--- src/rtl/seqtx_97.sv ---
// seqtx_97: FIFO-buffered parallel-to-serial byte transmitter, MSB first, gap-free frames.
// Define SEQTX_PARITY_EN to append an even-parity bit to each frame (9-bit frames).
module seqtx_97 #(
  parameter int DEPTH = 4
) (
  input  logic       Clk,
  input  logic       Reset,
  input  logic [7:0] InData,
  input  logic       InValid,
  output logic       InReady,
  output logic       Out,
  output logic       OutValid,
  output logic       ByteDone,
  output logic       Busy
);

  localparam int AW = $clog2(DEPTH);
  localparam int CW = AW + 1;
`ifdef SEQTX_PARITY_EN
  localparam int NW = 4;
  localparam logic [NW-1:0] CNT_INIT = 4'd8;
`else
  localparam int NW = 3;
  localparam logic [NW-1:0] CNT_INIT = 3'd7;
`endif

  typedef enum logic {
    ST_IDLE  = 1'b0,
    ST_SHIFT = 1'b1
  } state_t;

`ifdef SEQTX_PARITY_EN
  function automatic logic even_par(input logic [7:0] d);
    return ^d;
  endfunction
`endif

  logic [7:0]    mem_r [DEPTH];
  logic [AW-1:0] wr_ptr_r;
  logic [AW-1:0] rd_ptr_r;
  logic [CW-1:0] count_r;
  state_t        state_r;
  logic [7:0]    shreg_r;
  logic [NW-1:0] cnt_r;
  logic          out_r;
  logic          out_valid_r;
  logic          byte_done_r;
`ifdef SEQTX_PARITY_EN
  logic          par_r;
`endif

  logic          push_s;
  logic          load_s;
  logic [7:0]    head_s;

  assign InReady  = (count_r != CW'(DEPTH));
  assign Busy     = (count_r != {CW{1'b0}}) || (state_r == ST_SHIFT);
  assign Out      = out_r;
  assign OutValid = out_valid_r;
  assign ByteDone = byte_done_r;

  // Handshake decode; the shifter pops only when idle or leaving the final bit.
  always_comb begin
    push_s = InValid && InReady;
    head_s = mem_r[rd_ptr_r];
    load_s = 1'b0;
    if (count_r != {CW{1'b0}}) begin
      if (state_r == ST_IDLE) begin
        load_s = 1'b1;
      end else if (cnt_r == {NW{1'b0}}) begin
        load_s = 1'b1;
      end else begin
        load_s = 1'b0;
      end
    end else begin
      load_s = 1'b0;
    end
  end

  // FIFO storage; pointers are reset instead of the contents.
  always_ff @(posedge Clk) begin
    if (push_s && !Reset) begin
      mem_r[wr_ptr_r] <= InData;
    end
  end

  // FIFO bookkeeping plus shifter state machine with registered serial outputs.
  always_ff @(posedge Clk) begin
    if (Reset) begin
      wr_ptr_r    <= {AW{1'b0}};
      rd_ptr_r    <= {AW{1'b0}};
      count_r     <= {CW{1'b0}};
      state_r     <= ST_IDLE;
      shreg_r     <= 8'h00;
      cnt_r       <= {NW{1'b0}};
      out_r       <= 1'b0;
      out_valid_r <= 1'b0;
      byte_done_r <= 1'b0;
`ifdef SEQTX_PARITY_EN
      par_r       <= 1'b0;
`endif
    end else begin
      if (push_s) begin
        wr_ptr_r <= wr_ptr_r + AW'(1);
      end
      if (load_s) begin
        rd_ptr_r <= rd_ptr_r + AW'(1);
      end
      case ({push_s, load_s})
        2'b10:   count_r <= count_r + CW'(1);
        2'b01:   count_r <= count_r - CW'(1);
        default: count_r <= count_r;
      endcase

      case (state_r)
        ST_IDLE: begin
          if (load_s) begin
            state_r     <= ST_SHIFT;
            shreg_r     <= head_s;
            cnt_r       <= CNT_INIT;
            out_r       <= head_s[7];
            out_valid_r <= 1'b1;
            byte_done_r <= 1'b0;
`ifdef SEQTX_PARITY_EN
            par_r       <= even_par(head_s);
`endif
          end else begin
            out_r       <= 1'b0;
            out_valid_r <= 1'b0;
            byte_done_r <= 1'b0;
          end
        end
        ST_SHIFT: begin
          if (cnt_r != {NW{1'b0}}) begin
            shreg_r     <= {shreg_r[6:0], 1'b0};
            cnt_r       <= cnt_r - NW'(1);
`ifdef SEQTX_PARITY_EN
            // After bit 0 the parity bit takes the output slot.
            out_r       <= (cnt_r == NW'(1)) ? par_r : shreg_r[6];
`else
            out_r       <= shreg_r[6];
`endif
            out_valid_r <= 1'b1;
            byte_done_r <= (cnt_r == NW'(1));
          end else if (load_s) begin
            shreg_r     <= head_s;
            cnt_r       <= CNT_INIT;
            out_r       <= head_s[7];
            out_valid_r <= 1'b1;
            byte_done_r <= 1'b0;
`ifdef SEQTX_PARITY_EN
            par_r       <= even_par(head_s);
`endif
          end else begin
            state_r     <= ST_IDLE;
            out_r       <= 1'b0;
            out_valid_r <= 1'b0;
            byte_done_r <= 1'b0;
          end
        end
        default: begin
          state_r     <= ST_IDLE;
          out_r       <= 1'b0;
          out_valid_r <= 1'b0;
          byte_done_r <= 1'b0;
        end
      endcase
    end
  end

endmodule

--- config.mk ---
export PLATFORM = sky130hd
export DESIGN_NAME = seqtx_97
export DESIGN_NICKNAME = d
export VERILOG_FILES = /design/src/rtl/seqtx_97.sv
export SDC_FILE = /design/constraint.sdc
export NUM_CORES = 1
export LEC_CHECK = 0
export CAP_MARGIN = 15
export CELL_PAD_IN_SITES_DETAIL_PLACEMENT = 1
export CELL_PAD_IN_SITES_GLOBAL_PLACEMENT = 1
export CORE_MARGIN = 8
export CORE_UTILIZATION = 45
export CTS_BUF_LIST = sky130_fd_sc_hd__clkbuf_4
export CTS_CLUSTER_SIZE = 30
export DETAILED_ROUTE_END_ITERATION = 10
export GPL_TIMING_DRIVEN = 0
export PLACE_DENSITY = 0.77
export SYNTH_ARGS = -nofsm -noshare
export SYNTH_HDL_FRONTEND = slang
export SYNTH_SLANG_ARGS = --single-unit
--- constraint.sdc ---
create_clock -name Clk -period 5.5 [get_ports Clk]
set_clock_uncertainty 0.05 [all_clocks]
set_input_delay 1.1 -clock Clk [delete_from_list [all_inputs] [get_ports Clk]]
set_output_delay 1.1 -clock Clk [all_outputs]
set_load 0.02 [all_outputs]
# == Word-level counts from Yosys, hierarchy flattened ==
# Memory sizes are Yosys's and may differ from the RTL's. A register that Yosys moved wholly into a read port is not among the register bits.
# Cells that the tools add are included.
# totals
n_memories,1
ff_bits,21
in_bits,11
mem_bits_rw,32
word_cells,49
output_inout_bits,5
# op_classes
n_addsub,5
muxes,22
bitwise,1
eq_ne,4
reduce_logical,8
# mem_list
memory,depth,word_bits,read_ports,rd_ports_with_merged_regs,wr,line_no,source
mem_r,4,8,1,1,1,38,logic [7:0] mem_r [DEPTH];
# op_table
op,count
2-to-1 mux 8 bit,2
case mux 8 bit (2 select lines),1
case mux 3 bit (2 select lines),2
2-to-1 mux 1 bit,10
2-to-1 mux 3 bit,2
case mux 1 bit (2 select lines),3
nonzero test 3 bit,2
"subtractor 3 x 1 -> 3 bit, second input constant",2
"adder 2 x 1 -> 2 bit, second input constant",2
2-to-1 mux 2 bit,2
"adder 3 x 1 -> 3 bit, second input constant",1
"equality test 3 x 1 -> 1 bit, second input constant",1
zero test 3 bit,1
"inequality test 3 bit, second input constant",1
"equality test 2 x 1 -> 1 bit, second input constant",1
"equality test 2 bit, second input constant",1
logical AND 1 bit,2
nonzero test 2 bit,1
zero test 1 bit,1
logical OR 1 bit,1
NOT 1 bit,1

# == Logic depth before layout (Yosys ltp) ==
# logic_depth
depth_word,7
depth_mapped,10
mapped_depth_nobuf,10

# == Worst setup path after synthesis ==
# OpenSTA, ideal clock, no wires.
# synth_path
kind,in2reg
startpoint,input port InValid
endpoint,register count_r[2]
setup_ns,0.071
setup_slack_ns,3.077
n_path_buf,0
required_ns,5.379
arrival_ns,2.302
cell_stages,7
path_cell_list,nand2_4 ha_1 inv_1 fa_1 xor2_1 or3_1 a21oi_1
# synth_between
elab_chain_len,3
word_cells_on_any_way,5
cone_classes,2 x eq/ne; 1 x mux; 2 x reduce/logical
# synth_rtl
item,line_no,source
"start, declared",9,"input logic InValid,"
logical AND 1 bit (*),64,push_s = InValid && InReady;
equality test 2 x 1 -> 1 bit / equality test 2 bit (equally long branches),109,"case ({push_s, load_s})"
case mux 3 bit (2 select lines) / nonzero test 2 bit (equally long branches),n/a,
"end signal, assigned",110,2'b10: count_r <= count_r + CW'(1);
"end signal, assigned",111,2'b01: count_r <= count_r - CW'(1);
"end signal, assigned",112,default: count_r <= count_r;
"end, declared",41,logic [CW-1:0] count_r;
# Every way passes the cells marked *; elsewhere a longest branch is shown, timed or not.
# A chain may end at the register's enable or synchronous reset.

# == Final worst setup path ==
# layout_path
startpoint,register count_r[0]
endpoint,output port Busy
# layout_between
elab_chain_len,2
# layout_rtl
item,line_no,source
"start signal, assigned",92,count_r <= {CW{1'b0}};
"start signal, assigned",110,
"start signal, assigned",111,
nonzero test 3 bit,57,assign Busy = (count_r != {CW{1'b0}}) || (state_r == ST_SHIFT);
logical OR 1 bit,57,
"end, declared",14,output logic Busy
# Every way passes these cells.

==> impl_metrics.json <==
{
  "run_status": "completed",
  "capturing_point_of_the_worst_reg2reg_path": "count_r[2]",
  "crit_path_top_delay_cell": "clkdlybuf4s50_1",
  "cts.htree.levels": 2,
  "worst-r2r-cell-count": 10,
  "preCtsSetupSlack_ns": 2.464,
  "timing.hold.worst_path_depth": 2,
  "cts_tree": "built",
  "routed_via_density": 5.181,
  "finalWorstPathRequiredPeriod_ns": 2.970,
  "floorplan.core_area_um2": 4755,
  "area_fraction_in_compound_gates_after_synthesis_pct": 7.545,
  "largest_family_of_logic_cells_by_synthesized_area": "simple AND/OR/NAND/NOR gates",
  "dieWidth_um": 86.27,
  "timing.final.max_slew_violations": 0,
  "ctsLongestPathBuffers": 2,
  "pin_count_of_the_biggest_net_entering_global_routing": 20,
  "drt_pass1_iterations": 4,
  "initial_antenna_violation_count": 0,
  "worst-setup-path-type": "reg2out",
  "floorplan.io_pins": 16,
  "syn-cell-area_um2": 2222,
  "max_cap_violations": 0,
  "yosys-mux-area-fraction_pct": 8.559,
  "worst_slew_margin_rel_pct": 66.64,
  "final-instance-count-excl-fill": 249,
  "synth_adder_area_share_pct": 5.405,
  "clock_latency_ns": 0.38,
  "timing.critical_path.max_delay_family": "buffers and inverters",
  "setup_viol_count_final": 0,
  "die-area_um2": 7443,
  "rsz0062_at_grt": "false",
  "min_path_type": "reg2reg",
  "syn_area_per_cell_um2": 13.98,
  "cts_setup_buffers": 0,
  "powerDensity_nw_per_um2": 490.1,
  "die_height_um": 86.27,
  "r2r_setup_slack_ns": 2.97,
  "start_point_of_the_worst_min_delay_path": "wr_ptr_r[1]",
  "timing.critical_path.required_ns": 4.35,
  "drtIter0Drc": 72,
  "synth-seq-area-share_pct": 63.06,
  "max_stage_delay_ns": 0.53,
  "num_vias": 1290,
  "wl_um": 4211,
  "endpoint_arrival_time_on_the_critical_path_ns": 1.82,
  "endpoint_of_the_worst_hold_timing_path": "wr_ptr_r[1]",
  "cts_resized": 0,
  "setup_tns_ns": 0,
  "ys_ff_latch": 54,
  "wire_length_of_the_first_global_routing_pass_um": 7231,
  "tritoncts.num_buffers": 5,
  "worstPathMaxFanout": 10,
  "timing.critical_path.buf_inv": 2,
  "timing.rr.start": "cnt_r[0]",
  "quantity_of_hold_fixing_buffers_added_after_cts": 0,
  "netlist_instances": 159,
  "ctsRootBufferMaster": "clkbuf_4",
  "syn2layout_area_growth_pct": 13.51,
  "xor_and_xnor_fraction_of_the_mapped_netlist_area_pct": 1.971,
  "fin_ws_ns": 2.530,
  "grt_remaining_overflow": 0,
  "synth-warning-count": 0,
  "placementRows": 25,
  "numPortBuffers": 15,
  "total_leakage_power_nw": 0.8878,
  "hold_ws_ns": 0.4712,
  "globalplace.congestion": 0.7554,
  "antennaDiodeCount": 0,
  "end_kind": "primary output",
  "drtAntennaViolNets": 0,
  "route.detailed.drc": 0,
  "dp.final_hpwl_um": 3007,
  "groute.usage.overall_pct": 12.65,
  "clk_transition_reported_paths_ns": 0.16,
  "initial_utilization_pct": 46.74,
  "final_nets": 201,
  "achievable-frequency_mhz": 336.7,
  "post_drt_wl_per_cell_um": 16.91,
  "ys_types": 34,
  "tritoncts_num_sinks": 54,
  "final_hold_viol_count": 0,
  "timing.final.crit_share_pct": 54.00,
  "crit_chain": "nor3_2, buf_6, nand2b_1, clkdlybuf4s50_1",
  "number_of_global_route_vias_before_repair": 1447,
  "tightestPinTransition_ns": 0.5005,
  "startpoint_type": "register",
  "final_layout_size_suffix_gt1_share_pct": 14.84,
  "vdd_ir_drop_max_mv": 0.2087,
  "post_synth_simple_gate_area_pct": 9.628,
  "synth.net_count": 179,
  "dp_cells": 241
}
through the flow:
step                util (%)  area (um^2)  total power [mW]
global route           53.05         2522             1.329
detailed placement     51.66         2456             1.061
CTS                    53.05         2522             1.253
finish                 53.05         2522             1.236
floorplan                  -         2222            0.9157
global placement       51.66         2456             1.027
synthesized netlist by cell type:
cell / instances / area, um^2
ha_1: 8 / 100.1
xor2_1: 2 / 17.52
dfxtp_1: 22 / 440.4
mux4_2: 8 / 180.2
and2_1: 4 / 25.02
nand2_4: 1 / 11.26
nor2_1: 15 / 56.30
a211oi_1: 7 / 52.55
inv_1: 9 / 33.78
xnor2_1: 3 / 26.28
a22oi_1: 1 / 7.510
clkbuf_1: 2 / 7.510
o31a_1: 1 / 8.760
nand2_1: 8 / 30.03
nand2b_1: 1 / 6.260
nor3_1: 3 / 15.01
and2_4: 1 / 8.760
nand3_1: 1 / 5.000
nand2b_4: 1 / 13.76
edfxtp_1: 32 / 960.9
a21o_1: 1 / 7.510
mux2i_1: 1 / 10.01
a211oi_2: 1 / 12.51
buf_2: 1 / 5.000
buf_6: 3 / 33.78
fa_1: 1 / 20.02
nor4b_1: 1 / 8.760
a221oi_1: 1 / 8.760
clkbuf_2: 1 / 5.000
nor3_2: 1 / 10.01
or3b_4: 1 / 11.26
o21ai_0: 1 / 5.000
a21oi_1: 13 / 65.06
or3_1: 2 / 12.51
placed cells by master, fill, tap and decap left out, types with 2 or more instances in the layout:
| cell | instances |
|---|---|
| xor2_1 | 2 |
| mux4_2 | 8 |
| inv_1 | 9 |
| clkbuf_4 | 5 |
| ha_1 | 8 |
| clkbuf_1 | 2 |
| a21oi_1 | 13 |
| nand2_1 | 8 |
| buf_6 | 3 |
| or3_1 | 2 |
| and2_1 | 4 |
| nor2_1 | 15 |
| a211oi_1 | 7 |
| xnor2_1 | 3 |
| edfxtp_1 | 32 |
| nor3_1 | 3 |
| dfxtp_1 | 22 |
| clkdlybuf4s50_1 | 15 |
where the power goes:
group / switching, mW / internal, mW
Clock: 0.134 / 0.0559
Sequential: 0.0495 / 0.499
Combinational: 0.269 / 0.229
Total: 0.452 / 0.784
final cells by class:
cell class | instances | area (um^2)
Timing Repair Buffer | 15 | 150.1
Clock inverter | 3 | 28.78
Tap cell | 67 | 83.83
Multi-Input combinational cell | 89 | 735.7
Inverter | 9 | 33.78
Clock buffer | 5 | 37.54
Sequential cell | 54 | 1401
Fill cell | 498 | 2232
Buffer | 7 | 51.30
state kept, by name, indices dropped and copies added, names as in the netlist, named ones only:
| register | count |
|---|---|
| mem_r | 32 |
| OutValid | 1 |
| count_r | 3 |
| cnt_r | 3 |
| ByteDone | 1 |
| wr_ptr_r | 2 |
| Out | 1 |
| shreg_r | 7 |
| rd_ptr_r | 2 |
metal layers:
| layer | vias to the layer above | part of all wire [%] | track usage [%] |
|---|---|---|---|
| met5 | - | 0 | 0 |
| met4 | 0 | 1.7 | 4.225 |
| met3 | 9 | 3.8 | 3.875 |
| met2 | 21 | 49 | 20.92 |
| met1 | 638 | 46 | 15.29 |
| li1 | 622 | - | - |
logic make-up (layout without fill, tap and decap cells):
kind of cell,count (synthesis),count (layout)
flops,54,54
simple gates,40,40
compound gates,26,26
buf+inv,16,39
fa+ha+maj,9,9
mux,9,9
xor+xnor,5,5
worst reg2reg max path, stage by stage, from the launching register on:
cell and delay [ns]:
dfxtp_1 0.37, inv_1 0.09, ha_1 0.24, nand2b_4 0.09, a21oi_1 0.32, ha_1 0.26, inv_1 0.07, fa_1 0.37
xor2_1 0.16, or3_1 0.31, a21oi_1 0.14
worst max path at each step:
| stage | from | endpoint | slack, ns | cells past startpoint |
|---|---|---|---|---|
| 2_1_floorplan | InValid | count_r[2] | 3.08 | 7 |
| 3_3_place_gp | InValid | count_r[2] | 2.53 | 8 |
| 3_5_place_dp | InValid | count_r[2] | 2.46 | 8 |
| 4_1_cts | count_r[0] | Busy | 2.49 | 4 |
| 5_1_grt | count_r[0] | Busy | 2.40 | 4 |
| 6_report | count_r[0] | Busy | 2.53 | 4 |
No activity file was read; power rests on OpenSTA's default activity.
